## config.mk

```make
export PLATFORM = sky130hd
export DESIGN_NAME = switch_debouncer_flat
export DESIGN_NICKNAME = d
export VERILOG_FILES = /design/src/rtl/switch_debouncer_if.sv /design/src/rtl/switch_debouncer.sv /design/src/flat_wrapper.sv
export SDC_FILE = /design/constraint.sdc
export NUM_CORES = 1
export LEC_CHECK = 0
export CORE_MARGIN = 2
export CORE_UTILIZATION = 45
export CTS_BUF_LIST = sky130_fd_sc_hd__clkbuf_16
export CTS_CLUSTER_DIAMETER = 100
export CTS_CLUSTER_SIZE = 40
export DETAILED_ROUTE_END_ITERATION = 7
export PLACE_DENSITY = 0.71
export SLEW_MARGIN = 20
export SYNTH_ARGS = -nofsm -noshare
export SYNTH_HDL_FRONTEND = slang
export SYNTH_SLANG_ARGS = --single-unit
```

## constraint.sdc

```tcl
create_clock -name clk -period 1.4 [get_ports clk]
set_clock_uncertainty 0.15 [all_clocks]
set_input_delay 0.28 -clock clk [delete_from_list [all_inputs] [get_ports clk]]
set_output_delay 0.28 -clock clk [all_outputs]
set_load 0.01 [all_outputs]
```

## src/rtl/switch_debouncer_if.sv

```systemverilog
// Switch conditioning bus: raw switch levels in, clean levels and edge strobes out.
interface switch_debouncer_if #(
    parameter int WIDTH = 6
);
    logic [WIDTH-1:0] raw_in;
    logic [WIDTH-1:0] db_out;
    logic [WIDTH-1:0] rise_pulse;
    logic [WIDTH-1:0] fall_pulse;
    logic             busy;

    modport master (
        output raw_in,
        input  db_out, rise_pulse, fall_pulse, busy
    );

    modport slave (
        input  raw_in,
        output db_out, rise_pulse, fall_pulse, busy
    );
endinterface

```

## src/rtl/switch_debouncer.sv

```systemverilog
// Synchronises and debounces raw slide switches into clean levels with per-bit
// rise/fall strobes; one debounce lane per input bit.
module switch_debouncer_lane #(
    parameter int   DEBOUNCE_CYCLES = 4,
    parameter logic RESET_BIT       = 1'b0
) (
    input  logic clk,
    input  logic rst_n,
    input  logic sync,
    output logic db,
    output logic rise,
    output logic fall,
    output logic pend_next
);
    localparam int CNT_W = $clog2(DEBOUNCE_CYCLES + 1);
    localparam logic [CNT_W-1:0] CNT_LAST = CNT_W'(DEBOUNCE_CYCLES - 1);

    // Counter value is the lane state: zero is STABLE, nonzero is QUALIFY.
    logic [CNT_W-1:0] cnt;
    logic             mismatch;
    logic             accept;

    assign mismatch  = (sync != db);
    assign accept    = mismatch && (cnt == CNT_LAST);
    assign pend_next = mismatch && !accept;

    always_ff @(posedge clk or negedge rst_n) begin
        if (!rst_n) begin
            cnt  <= '0;
            db   <= RESET_BIT;
            rise <= 1'b0;
            fall <= 1'b0;
        end else begin
            rise <= 1'b0;
            fall <= 1'b0;
            if (!mismatch) begin
                cnt <= '0;
            end else if (accept) begin
                cnt  <= '0;
                db   <= sync;
                rise <= sync;
                fall <= ~sync;
            end else begin
                cnt <= cnt + CNT_W'(1);
            end
        end
    end
endmodule

module switch_debouncer #(
    parameter int               WIDTH           = 6,
    parameter int               DEBOUNCE_CYCLES = 4,
    parameter logic [WIDTH-1:0] RESET_VAL       = '0
) (
    input  logic                clk,
    input  logic                rst_n,
    switch_debouncer_if.slave   bus
);
    logic [WIDTH-1:0] sync1;
    logic [WIDTH-1:0] sync2;
    logic [WIDTH-1:0] lane_db;
    logic [WIDTH-1:0] lane_rise;
    logic [WIDTH-1:0] lane_fall;
    logic [WIDTH-1:0] lane_pend;
    logic             busy;

    // Plain two-flop chain: raw_in is asynchronous to clk.
    always_ff @(posedge clk or negedge rst_n) begin
        if (!rst_n) begin
            sync1 <= RESET_VAL;
            sync2 <= RESET_VAL;
        end else begin
            sync1 <= bus.raw_in;
            sync2 <= sync1;
        end
    end

    genvar i;
    generate
        for (i = 0; i < WIDTH; i++) begin : g_lane
            switch_debouncer_lane #(
                .DEBOUNCE_CYCLES (DEBOUNCE_CYCLES),
                .RESET_BIT       (RESET_VAL[i])
            ) u_lane (
                .clk       (clk),
                .rst_n     (rst_n),
                .sync      (sync2[i]),
                .db        (lane_db[i]),
                .rise      (lane_rise[i]),
                .fall      (lane_fall[i]),
                .pend_next (lane_pend[i])
            );
        end
    endgenerate

    // busy tracks the counters' next value so it is a flop aligned with cnt.
    always_ff @(posedge clk or negedge rst_n) begin
        if (!rst_n) busy <= 1'b0;
        else        busy <= |lane_pend;
    end

    assign bus.db_out     = lane_db;
    assign bus.rise_pulse = lane_rise;
    assign bus.fall_pulse = lane_fall;
    assign bus.busy       = busy;
endmodule

```

## src/flat_wrapper.sv

```systemverilog
// flat-port wrapper written by rule: the top's interface ports become plain ports
module switch_debouncer_flat 
#(
    parameter int               WIDTH           = 6,
    parameter int               DEBOUNCE_CYCLES = 4,
    parameter logic [WIDTH-1:0] RESET_VAL       = '0
)
  (clk, rst_n, bus_raw_in, bus_db_out, bus_rise_pulse, bus_fall_pulse, bus_busy);
  switch_debouncer_if #(.WIDTH(WIDTH)) bus_i ();
  input  logic clk;
  input  logic rst_n;
  input wire logic [$bits(bus_i.raw_in)-1:0] bus_raw_in;
  output wire logic [$bits(bus_i.db_out)-1:0] bus_db_out;
  output wire logic [$bits(bus_i.rise_pulse)-1:0] bus_rise_pulse;
  output wire logic [$bits(bus_i.fall_pulse)-1:0] bus_fall_pulse;
  output wire logic [$bits(bus_i.busy)-1:0] bus_busy;
  assign bus_i.raw_in = bus_raw_in;
  assign bus_db_out = bus_i.db_out;
  assign bus_rise_pulse = bus_i.rise_pulse;
  assign bus_fall_pulse = bus_i.fall_pulse;
  assign bus_busy = bus_i.busy;
  switch_debouncer #(.WIDTH(WIDTH), .DEBOUNCE_CYCLES(DEBOUNCE_CYCLES), .RESET_VAL(RESET_VAL)) u_core (.clk(clk), .rst_n(rst_n), .bus(bus_i));
endmodule
```

==> results.yml <==
placed_design:
  gp_congestion: 0.686
  io_buffers: 26
  hpwlAfterDp_um: 1940
job:
  cap_violations: 0
detailed_routing:
  viasPerCell: 4.64
  routed_wl_um: 2670
  drt_iter0_drc: 19
  first_pass_iters: 3
  ant_nets: 0
  dr_total_vias: 951
  routedWlPerCell_um: 13.0
  drc: 0
sta:
  fin_crit_ns: 1.37
  timing.fmax_ghz: 0.730
  hold_viol_final: 0
  min_period_over_period_pct: 97.9
  final_max_slew_viol_count: 0
  tns_ns: 0
  slew_headroom_pct: 79.4
  worstMarginPinSlew_ns: 0.307
  grt_setup_unrepaired: "false"
  setup_violations: 0
setup_path:
  cp.arrival_ns: 0.94
  ff2ff_setup_slack_ns: 0.07
  critical_path.max_fanout: 1
  start_kind: "flip-flop"
  worst-r2r-cell-count: 3
  slowest_delay_ns: 0.37
  cp-end-kind: "primary output"
  worstPathBufferInverterCount: 1
  crit_slowest_cell: "dfrtp_1"
  r2r-end: "u_core.g_lane[5].u_lane.db"
  required_ns: 0.97
  crit_start: "u_core.g_lane[0].u_lane.rise"
  crit_family: "flip-flops"
  crit_chain: "dlygate4sd2_1"
  path_class: "flip-flop to primary output"
  r2r-start: "u_core.g_lane[5].u_lane.cnt[0]"
pwr:
  power.density_nw_per_um2: 1780
  p_leak_nw: 1.14
  pwr-share-comb_pct: 28.1
  vdd_drop_max_mv: 1.21
  p_seq_share_pct: 44.8
  totalPowerFinal_mw: 4.05
  cell_internal_pwr_mw: 2.92
  power_switching_mw: 1.13
  switching_share_pct: 27.8
  pwr-share-clk_pct: 27.1
worst_hold_path:
  min_from: "u_core.sync1[2]"
  hold_depth: 0
  hold_path_end: "u_core.sync2[2]"
  hold_class: "flip-flop to flip-flop"
global_route:
  grt_pass1_vias: 984
  use_met3_pct: 6.01
  grt_use_total_pct: 13.7
  grt_overflow_total: 0
  grt_max_degree: 40
  grt_antenna_before_repair: 0
  grt_pass1_wl_um: 4460
  globalRouteMet2Util_pct: 21.6
  busiest_layer: "met2"
  grt_use_met1_pct: 16.2
floorplan:
  die_width_um: 68.5
  ios: 27
  core_um2: 4000
  rows: 23
  die_area_um2: 4690
  initial_core_util_pct: 46.8
  die_h_um: 68.5
run_status:
  status: "completed"
logic_synthesis:
  ys_seq_elements: 49
  synth_area_leaders: "dfrtp_1 65%, buf_4 7.2%, nor3b_1 4.8%, ha_1 4.0%, mux2_2 3.6%"
  synth_top_flop_cell: "dfrtp_1"
  synthDistinctLibCells: 17
  yosysMostFrequentCell: "dfrtp_1"
  synth_nets: 144
  synth_top_area_share_pct: 65.5
  synthTopCellsByCount: "49 x dfrtp_1, 18 x buf_4, 12 x nor3b_1"
  syn_inst: 130
  ys_seq_area_share_pct: 65.5
  synth_edf_count: 0
  synth.avg_cell_area_um2: 14.4
  synthArstFlopShare_pct: 100
  syn-cell-area_um2: 1870
  yosys_warnings: 0
  synth_area_leader_cell: "dfrtp_1"
cts:
  clk_latency_ns: 0.29
  cts_tree: "yes"
  cts_buffers: 5
  clock_sinks: 49
  cts_max_level: 2
  clk_pin_slew_ns: 0.06
  clock-root-buffer: "clkbuf_16"
  clock_path_buffers: 2
final_layout:
  area_growth_pct: 21.0
  antenna_cells: 0
  layout-drive-gt1-share_pct: 18.7
  n_fill_cell: 318
  num-nets-final: 169
worst max path at each step:
stage | to | slack (ns) | cells past startpoint
after CTS | bus_db_out[5] | 0.008 | 1
final | bus_rise_pulse[0] | 0.03 | 1
after floorplan | u_core.g_lane[0].u_lane.db | 0.09 | 3
after global routing | bus_rise_pulse[0] | 0.0005 | 1
after global placement | u_core.bus.busy | 0.07 | 4
after detailed placement | u_core.bus.busy | 0.02 | 4
layout by cell type (no fill, tap or decap), types with 2 or more instances in the layout:
cell type        instances
and3_1                   4
and3b_1                  5
buf_4                    8
clkbuf_16                5
clkdlybuf4s15_1          4
clkdlybuf4s50_1          6
dfrtp_1                 49
dlygate4sd2_1           15
ha_1                     5
mux2_2                   6
nand2_1                  6
nand2b_1                 2
nand2b_4                 4
nor2_1                   6
nor3b_1                 12
xor2_1                   6
through the flow:
step	hold WS, ns	area (um^2)	util, %	setup slack (ns)	std cells
floorplan	-0.166	1870	-	0.0873	130
global placement	0.0109	2140	53.4	0.0745	197
finish	0.195	2270	56.7	0.0299	205
CTS	0.197	2250	56.4	0.00830	205
global route	0.203	2270	56.7	0.000502	205
detailed placement	0.0223	2140	53.4	0.0163	197
power by group through the flow:
| stage | clock, mW | combinational, mW | sequential (mW) |
|---|---|---|---|
| after floorplan | 0 | 0.737 | 1.86 |
| after global placement | 0 | 1.13 | 1.82 |
| after detailed placement | 0 | 1.20 | 1.84 |
| after CTS | 1.13 | 1.13 | 1.82 |
| after global routing | 1.16 | 1.28 | 1.85 |
| final | 1.09 | 1.14 | 1.81 |
timing repair:
item                                    in CTS  in global routing
hold endpoints to repair                    10                  0
endpoints found under the setup margin      19                  5
hold buffers                                 1                  0
resized for setup                           19                  6
pin swaps                                    0                  1
buffers inserted                             0                  0
flip-flops by register name, summed over array words and instances (netlist names):
register	flops
u_core.bus.busy	1
u_core.g_lane.u_lane.cnt	18
u_core.g_lane.u_lane.db	6
u_core.g_lane.u_lane.fall	6
u_core.g_lane.u_lane.rise	6
u_core.sync1	6
u_core.sync2	6
layer usage:
| layer | up-vias | part of all wire [%] |
|---|---|---|
| met3 | 6 | 5.6 |
| li1 | 463 | - |
| met1 | 463 | 43 |
| met4 | 0 | 1.9 |
| met5 | - | 0 |
| met2 | 19 | 49 |
kinds of logic after synthesis:
family	count (synthesis)	share of synthesized area, %
DFF	49	65.5
AOI/OAI and AO/OA	2	0.801
xor gates and xnor gates	6	2.81
adders and majority gates	6	4.01
and+or+nand+nor	43	16.1
muxes	6	3.61
buffers and inverters	18	7.21
layout make-up:
type / count / area, um^2 / share of cell area (%)
clock buffer: 5 / 125 / 5.52
clock inverter: 2 / 7.51 / 0.331
multi-input combinational: 63 / 519 / 22.9
sequential: 49 / 1230 / 54.1
tap: 50 / 62.6 / 2.76
timing repair buffer: 36 / 327 / 14.4
Note: power is estimated with default switching activity, not from simulation.
